File: config.mk
export PLATFORM = sky130hd
export DESIGN_NAME = rgmii_tx_framer
export DESIGN_NICKNAME = d
export VERILOG_FILES = /design/src/rtl/rgmii_tx_framer.sv
export SDC_FILE = /design/constraint.sdc
export NUM_CORES = 1
export LEC_CHECK = 0
export CAP_MARGIN = 20
export CORE_ASPECT_RATIO = 0.5
export CORE_MARGIN = 8
export CORE_UTILIZATION = 45
export CTS_BUF_LIST = sky130_fd_sc_hd__clkbuf_16
export DETAILED_ROUTE_END_ITERATION = 16
export HOLD_SLACK_MARGIN = 0.15
export PLACE_DENSITY = 0.66
export SLEW_MARGIN = 10
export SYNTH_ARGS = -nofsm -noshare
export SYNTH_HDL_FRONTEND = slang
export SYNTH_SLANG_ARGS = --single-unit
File: constraint.sdc
create_clock -name clkIn -period 4.1 [get_ports clkIn]
set_clock_uncertainty 0.1 [all_clocks]
set_input_delay 0.82 -clock clkIn [delete_from_list [all_inputs] [get_ports clkIn]]
set_output_delay 0.82 -clock clkIn [all_outputs]
set_load 0.02 [all_outputs]
File: src/rtl/rgmii_tx_framer.sv
// rtl/rgmii_tx_framer.sv - RGMII tx framer: preamble, SFD, payload, zero pad (TX_PAD_EN), CRC-32 FCS, IFG
// Emits one registered byte per clk125Tx cycle as rise/fall nibble and ctrl pairs for the ODDR stage.
module rgmii_tx_framer #(
    parameter int PREAMBLE_BYTES  = 7,
    parameter int IFG_BYTES       = 12,
    parameter int MIN_FRAME_BYTES = 60,
    parameter int MAX_FRAME_BYTES = 1514,
    parameter int CNT_W           = 16
) (
    input  logic             clkIn,
    input  logic             rstBIn,
    input  logic [7:0]       dataIn,
    input  logic             dataValidIn,
    input  logic             dataLastIn,
    output logic             dataReadyOut,
    output logic [3:0]       txDataRiseOut,
    output logic [3:0]       txDataFallOut,
    output logic             txCtrlRiseOut,
    output logic             txCtrlFallOut,
    output logic             busyOut,
    output logic [CNT_W-1:0] frameCountOut,
    output logic [CNT_W-1:0] errCountOut
);

    localparam int BC_W     = $clog2(MAX_FRAME_BYTES + 1);
    localparam int STEP_MAX = (PREAMBLE_BYTES > IFG_BYTES) ? PREAMBLE_BYTES : IFG_BYTES;
    localparam int SC_W     = $clog2(STEP_MAX + 4);
    localparam logic [SC_W-1:0] PRE_LAST = SC_W'(PREAMBLE_BYTES - 1);
    localparam logic [SC_W-1:0] FCS_LAST = SC_W'(3);
    // The IDLE cycle that samples the next dataValidIn is the last idle cycle of the gap
    localparam logic [SC_W-1:0] IFG_LAST = SC_W'(IFG_BYTES - 2);
    localparam logic [BC_W-1:0] BC_MAX   = BC_W'(MAX_FRAME_BYTES);
`ifdef TX_PAD_EN
    localparam logic [BC_W-1:0] BC_MIN_LAST = BC_W'(MIN_FRAME_BYTES - 1);
`endif

    typedef enum logic [2:0] {
        S_IDLE,
        S_PRE,
        S_SFD,
        S_PAYLOAD,
`ifdef TX_PAD_EN
        S_PAD,
`endif
        S_FCS,
        S_IFG
    } state_e;

    state_e            state_q, state_d;
    logic [SC_W-1:0]   step_q, step_d;
    logic [BC_W-1:0]   bcnt_q, bcnt_d;
    logic [31:0]       crc_q, crc_d;
    logic [7:0]        tx_data_q, tx_data_d;
    logic              tx_en_q, tx_en_d;
    logic              tx_er_q, tx_er_d;
    logic [CNT_W-1:0]  frame_cnt_q, frame_cnt_d;
    logic [CNT_W-1:0]  err_cnt_q, err_cnt_d;
    logic              oversize;

    function automatic logic [31:0] crc_byte(input logic [31:0] c, input logic [7:0] b);
        logic [31:0] r;
        r = c ^ {24'h0, b};
        for (int i = 0; i < 8; i++) begin
            r = r[0] ? ((r >> 1) ^ 32'hEDB88320) : (r >> 1);
        end
        return r;
    endfunction

    function automatic logic [CNT_W-1:0] sat_inc(input logic [CNT_W-1:0] c);
        return (&c) ? c : c + CNT_W'(1);
    endfunction

    // Byte count saturates at MAX, so reaching it marks every further byte as oversize
    assign oversize = (bcnt_q == BC_MAX);

    always_ff @(posedge clkIn or negedge rstBIn) begin
        if (!rstBIn) begin
            state_q     <= S_IDLE;
            step_q      <= '0;
            bcnt_q      <= '0;
            crc_q       <= '1;
            tx_data_q   <= '0;
            tx_en_q     <= 1'b0;
            tx_er_q     <= 1'b0;
            frame_cnt_q <= '0;
            err_cnt_q   <= '0;
        end else begin
            state_q     <= state_d;
            step_q      <= step_d;
            bcnt_q      <= bcnt_d;
            crc_q       <= crc_d;
            tx_data_q   <= tx_data_d;
            tx_en_q     <= tx_en_d;
            tx_er_q     <= tx_er_d;
            frame_cnt_q <= frame_cnt_d;
            err_cnt_q   <= err_cnt_d;
        end
    end

    always_comb begin
        state_d = state_q;
        case (state_q)
            S_IDLE:    if (dataValidIn) state_d = S_PRE;
            S_PRE:     if (step_q == PRE_LAST) state_d = S_SFD;
            S_SFD:     state_d = S_PAYLOAD;
            S_PAYLOAD: begin
                if (!dataValidIn || (dataLastIn && oversize)) begin
                    state_d = S_IFG;
                end else if (dataLastIn) begin
`ifdef TX_PAD_EN
                    state_d = (bcnt_q < BC_MIN_LAST) ? S_PAD : S_FCS;
`else
                    state_d = S_FCS;
`endif
                end
            end
`ifdef TX_PAD_EN
            S_PAD:     if (bcnt_q == BC_MIN_LAST) state_d = S_FCS;
`endif
            S_FCS:     if (step_q == FCS_LAST) state_d = S_IFG;
            S_IFG:     if (step_q == IFG_LAST) state_d = S_IDLE;
            default:   state_d = S_IDLE;
        endcase
    end

    always_comb begin
        dataReadyOut = (state_q == S_PAYLOAD);
        tx_data_d    = 8'h00;
        tx_en_d      = 1'b0;
        tx_er_d      = 1'b0;
        bcnt_d       = bcnt_q;
        crc_d        = crc_q;
        frame_cnt_d  = frame_cnt_q;
        err_cnt_d    = err_cnt_q;
        case (state_q)
            S_IDLE: begin
                bcnt_d = '0;
                crc_d  = '1;
            end
            S_PRE: begin
                tx_data_d = 8'h55;
                tx_en_d   = 1'b1;
            end
            S_SFD: begin
                tx_data_d = 8'hD5;
                tx_en_d   = 1'b1;
            end
            S_PAYLOAD: begin
                tx_en_d = 1'b1;
                if (dataValidIn) begin
                    tx_data_d = dataIn;
                    tx_er_d   = oversize;
                    crc_d     = crc_byte(crc_q, dataIn);
                    if (!oversize) bcnt_d = bcnt_q + BC_W'(1);
                    if (dataLastIn && oversize) err_cnt_d = sat_inc(err_cnt_q);
                end else begin
                    tx_er_d   = 1'b1;
                    err_cnt_d = sat_inc(err_cnt_q);
                end
            end
`ifdef TX_PAD_EN
            S_PAD: begin
                tx_en_d = 1'b1;
                crc_d   = crc_byte(crc_q, 8'h00);
                bcnt_d  = bcnt_q + BC_W'(1);
            end
`endif
            S_FCS: begin
                tx_data_d = ~crc_q[7:0];
                tx_en_d   = 1'b1;
                crc_d     = {8'hFF, crc_q[31:8]};
                if (step_q == FCS_LAST) frame_cnt_d = sat_inc(frame_cnt_q);
            end
            default: ;
        endcase
        step_d = (state_d == state_q) ? step_q + SC_W'(1) : '0;
    end

    assign txDataRiseOut = tx_data_q[3:0];
    assign txDataFallOut = tx_data_q[7:4];
    assign txCtrlRiseOut = tx_en_q;
    assign txCtrlFallOut = tx_en_q ^ tx_er_q;
    assign busyOut       = (state_q != S_IDLE);
    assign frameCountOut = frame_cnt_q;
    assign errCountOut   = err_cnt_q;

endmodule

[Word level (Yosys, flattened, before mapping)]
Index checks and enable logic that the tools add are counted.
Cells by class
  add/sub/neg operators: 4
  multipliers: 0
  divide/modulo/power cells: 0
  order comparisons: 0
  eq/ne operators: 13
  shift operators: 0
  multiplexer cells: 29
  bitwise logic cells: 12
  reductions and logical operators: 14
Operators with widths (number)
  32-bit 2-to-1 mux: 9
  13-bit NOT with 14-bit output: 8
  32-bit one-hot mux with 3 select lines: 1
  16-bit 2-to-1 mux: 3
  16-bit by 1-bit adder with 16-bit output, second input constant: 2
  8-bit one-hot mux with 4 select lines: 1
  16-bit AND reduction: 2
  32-bit by 8-bit bitwise XOR with 32-bit output: 1
  11-bit 2-to-1 mux: 2
  11-bit one-hot mux with 2 select lines: 1
  3-bit 2-to-1 mux: 6
  3-bit one-hot mux with 6 select lines: 1
  11-bit by 1-bit adder with 11-bit output, second input constant: 1
  11-bit == test, second input constant: 1
  8-bit 2-to-1 mux: 1
  8-bit NOT: 1
  3-bit by 2-bit == test with 1-bit output, second input constant: 2
  3-bit == test, second input constant: 2
  3-bit AND reduction: 2
  3-bit nonzero test: 2
  4-bit by 1-bit adder with 4-bit output, second input constant: 1
  4-bit by 2-bit == test with 1-bit output, second input constant: 1
  4-bit by 3-bit == test with 1-bit output, second input constant: 1
  4-bit == test, second input constant: 1
  15 further kinds: 19
Storage, ports and cells
  register bits after elaboration: 92
  bits in latches: 0
  bits in writable memories: 0
  ROM bits: 0
  input port bits: 12
  output and inout bits: 44
  word-level logic and storage cells: 81
  memories: 0

[Depth between registers and ports, before layout]
  depth after elaboration: 19
  mapped depth: 9
  mapped depth without buffers: 8

[Worst setup path before layout]
OpenSTA, ideal clock, no wires.
  kind: input -> register
  from: input dataIn[7]
  to: register crc_q[23]
  library setup time: 95 ps
  arrival time: 2305 ps
  path slack: 1600 ps
  stages on the path: 6
  buffers on the path: 0
  path through: xnor2_2 > xnor2_2 > xnor3_1 > xnor2_1 > a21oi_1 > o221ai_1
On the way
  word-level cells in the longest chain between the ends: 12
Ends and longest elaborated chain
  from (decl): RTL line 12  | input logic [7:0] dataIn,
  32-bit by 8-bit bitwise XOR with 32-bit output *: RTL line 62  | r = c ^ {24'h0, b};
  32-bit 2-to-1 mux *: RTL line 64  | r = r[0] ? ((r >> 1) ^ 32'hEDB88320) : (r >> 1);
  13-bit NOT with 14-bit output (no line)
  32-bit 2-to-1 mux * (7 in a row): RTL line 64
  32-bit 2-to-1 mux *: RTL line 150  | if (dataValidIn) begin
  32-bit one-hot mux with 3 select lines *: RTL line 135  | case (state_q)
  to (signal assigned): RTL line 91  | crc_q <= crc_d;
  to (decl): RTL line 52  | logic [31:0] crc_q, crc_d;
Every way passes the cells marked *; elsewhere a longest branch is shown, timed or not. The select of a mux whose other input is x is not followed.
A chain may end at the register's enable or synchronous reset.

[Worst setup path in the final report]
  from: register state_q[0]
  to: output busyOut
On the way
  word-level cells in the longest chain between the ends: 1
Ends and longest elaborated chain
  from (decl): RTL line 49  | state_e state_q, state_d;
  from (signal assigned): RTL line 88  | state_q <= state_d;
  3-bit nonzero test: RTL line 183  | assign busyOut = (state_q != S_IDLE);
  to (decl): RTL line 20  | output logic busyOut,
Every way passes these cells.

==> metrics.txt <==
Synth area leaders=dfrtp_1, dfstp_2, xnor2_1, nand2_1, o21ai_0; Worst slew margin=45.9%; Syn-to-layout area delta=20.5%; fin cells=739; Hold WC Path Type=reg -> reg; # H-tree levels=3; Post-CTS Hold Fix Bufs=0; initial antenna violation count=0; detailed router's first-iteration violation count=180; Clk Latency, worst-skew pair=0.34 ns; arrival time worst endpoint=2.13 ns; vias post-DR=3922; gr usage total=16.7%; fmax=328 MHz; Synth Warn #=0; post-synth net total=552; CTS tree=done; critical path peak fanout=19; grt total ovfl=0; io pins=56; post-synth top area share=29.5%; Syn Std Cell Area=5080 um^2; sum of negative setup slack=0 ns; crit-path cells=nor2_1 > inv_1 > nor2_1 > inv_1 > clkdlybuf4s50_1; fin crit share=74.3%; Distinct cells, synth=54; post_cts resized=0; share of cells above drive strength 1=13.8%; drt first pass iters=4; hpwl dp=8350 um; antenna viol nets, final=0; final setup fails=0; chip height=91.2 um; CP endpoint kind=output pin; first-pass GRT wire length=21000 um; Critical Path Start Type=flip-flop; postcts setup bufs=0; Core Area=11000 um^2; Initial Util=46.2%; Power, Total=0.00471 W; IO Port Bufs=55; number of antenna diodes=0; post-DR vias/cell=5.31; TritonCTS Buffers=9; die width=166 um; number of synthesized flops with an enable pin=0; Pleak=2.54 nW; vias in the first global route=4132; PD cells=768 nW/um^2; max_cap viols=0; # clock sinks=92; DRC Markers=0; Setup CP Type=reg -> out; CTS clk-pin slew, worst paths=0.06 ns; largest net degree at the start of global routing=63; worst slew pin tran=0.812 ns; Final Util=55.6%; fin crit period=3.05 ns; most common cell after layout, fill and taps aside=nand2_1; most frequent cells in the layout=nand2_1, dfrtp_1, clkdlybuf4s50_1; Final Hold Viols=0; final WL=12000 um; final-stage net count=607; die footprint=15200 um^2; #FFs+latches synth=92; outcome=complete, no violations; fraction of registers with async set or reset after synthesis=100%; Avg Cell Area, Syn=9.52 um^2; RSZ-0062 raised after global routing=no; Mapped Cells=534; clk root buf=clkbuf_16; WL/cell=16.3 um; # rows=27; dpl cells=723; Yosys top cell by area=dfrtp_1; slowest CP cell=dfrtp_1; crit-path max cell delay=0.67 ns; Final Wtd Congestion=0.833; CP Data Required Time=3.18 ns; clk buf depth=2; ys flop type=dfrtp_1; worst vdd ir=0.000381 V; Slew Viols, Final=0; register area share after synthesis=46.1%; filler cell count=1010
area by class of cell:
cell class	instances	area [um^2]	area share (%)
Tap cell	145	181	2.96
Multi-Input combinational cell	405	2600	42.5
Clock inverter	7	91.3	1.49
Clock buffer	9	225	3.68
Sequential cell	92	2340	38.2
Timing Repair Buffer	65	623	10.2
Inverter	16	60.1	0.980
critical path, delay by kind of cell (launching register included):
family                 cells  cell delay, ns
buffers and inverters      3            0.93
flip-flops                 1            0.67
AND/OR/NAND/NOR            2            0.19
logic make-up after synthesis:
family	Yosys count	synth area share (%)
muxes	9	1.90
and+or+nand+nor	195	18.1
xor gates and xnor gates	82	16.6
DFF	92	46.1
buffers and inverters	37	2.78
AOI/OAI and AO/OA	113	13.1
adders and majority gates	6	1.48
power by group:
part / switching (W) / internal, W
clock network: 0.000358 / 0.000533
logic: 0.00125 / 0.00106
registers: 0.000246 / 0.00125
total: 0.00186 / 0.00285
stage by stage:
stage | setup WS, ns | hold WS [ns] | instance area [um^2]
floorplan | 1.60 | 0.351 | 5080
global placement | 0.876 | 0.373 | 5810
detailed placement | 0.863 | 0.375 | 5810
CTS | 1.05 | 0.385 | 6130
global route | 0.909 | 0.409 | 6130
finish | 1.05 | 0.385 | 6130
per-layer routing:
metal  wire [um]  share of wire [%]  vias to the layer above  GRT usage [%]
li1            -                  -                     1936              -
met1        6020                 50                     1901           22.5
met2        5320                 44                       76           26.4
met3         550                4.6                        9           4.06
met4         129                1.1                        0           4.62
met5           0                  0                        -              0
Yosys cell counts (all sizes together), types with 2 or more instances:
cell type	n
nand3	19
or3b	2
a21oi	37
mux2	5
o31ai	3
buf	2
dfrtp	60
mux2i	4
nor3	15
nor2b	5
and3	6
nand2b	4
nand4	6
a21boi	2
o21ai	43
ha	6
xnor3	4
nor2	43
xnor2	55
clkbuf	19
or3	6
inv	16
and2	5
xor2	23
dfstp	32
nand2	78
o211ai	2
o22ai	14
flip-flops by register name (all words and copies together), names as in the netlist:
| name | cells |
|---|---|
| frameCountOut | 16 |
| tx_data_q | 8 |
| errCountOut | 16 |
| txCtrlRiseOut | 1 |
| state_q | 3 |
| bcnt_q | 11 |
| tx_er_q | 1 |
| step_q | 4 |
| crc_q | 32 |
path summary, 6_finish.rpt:
check                                         end  slack, ns        from  cells after the start
worst max-delay path                      busyOut       1.05  state_q[0]                      5
worst min-delay path                    crc_q[19]       0.39   crc_q[19]                      2
worst max register to register  frameCountOut[13]       1.21  state_q[2]                      6
worst min register to register          crc_q[19]       0.39   crc_q[19]                      2
max in group asynchronous                crc_q[5]       2.59      rstBIn                      2
min in group asynchronous        frameCountOut[4]       0.44      rstBIn                      1
Note: power is estimated with default switching activity, not from simulation.
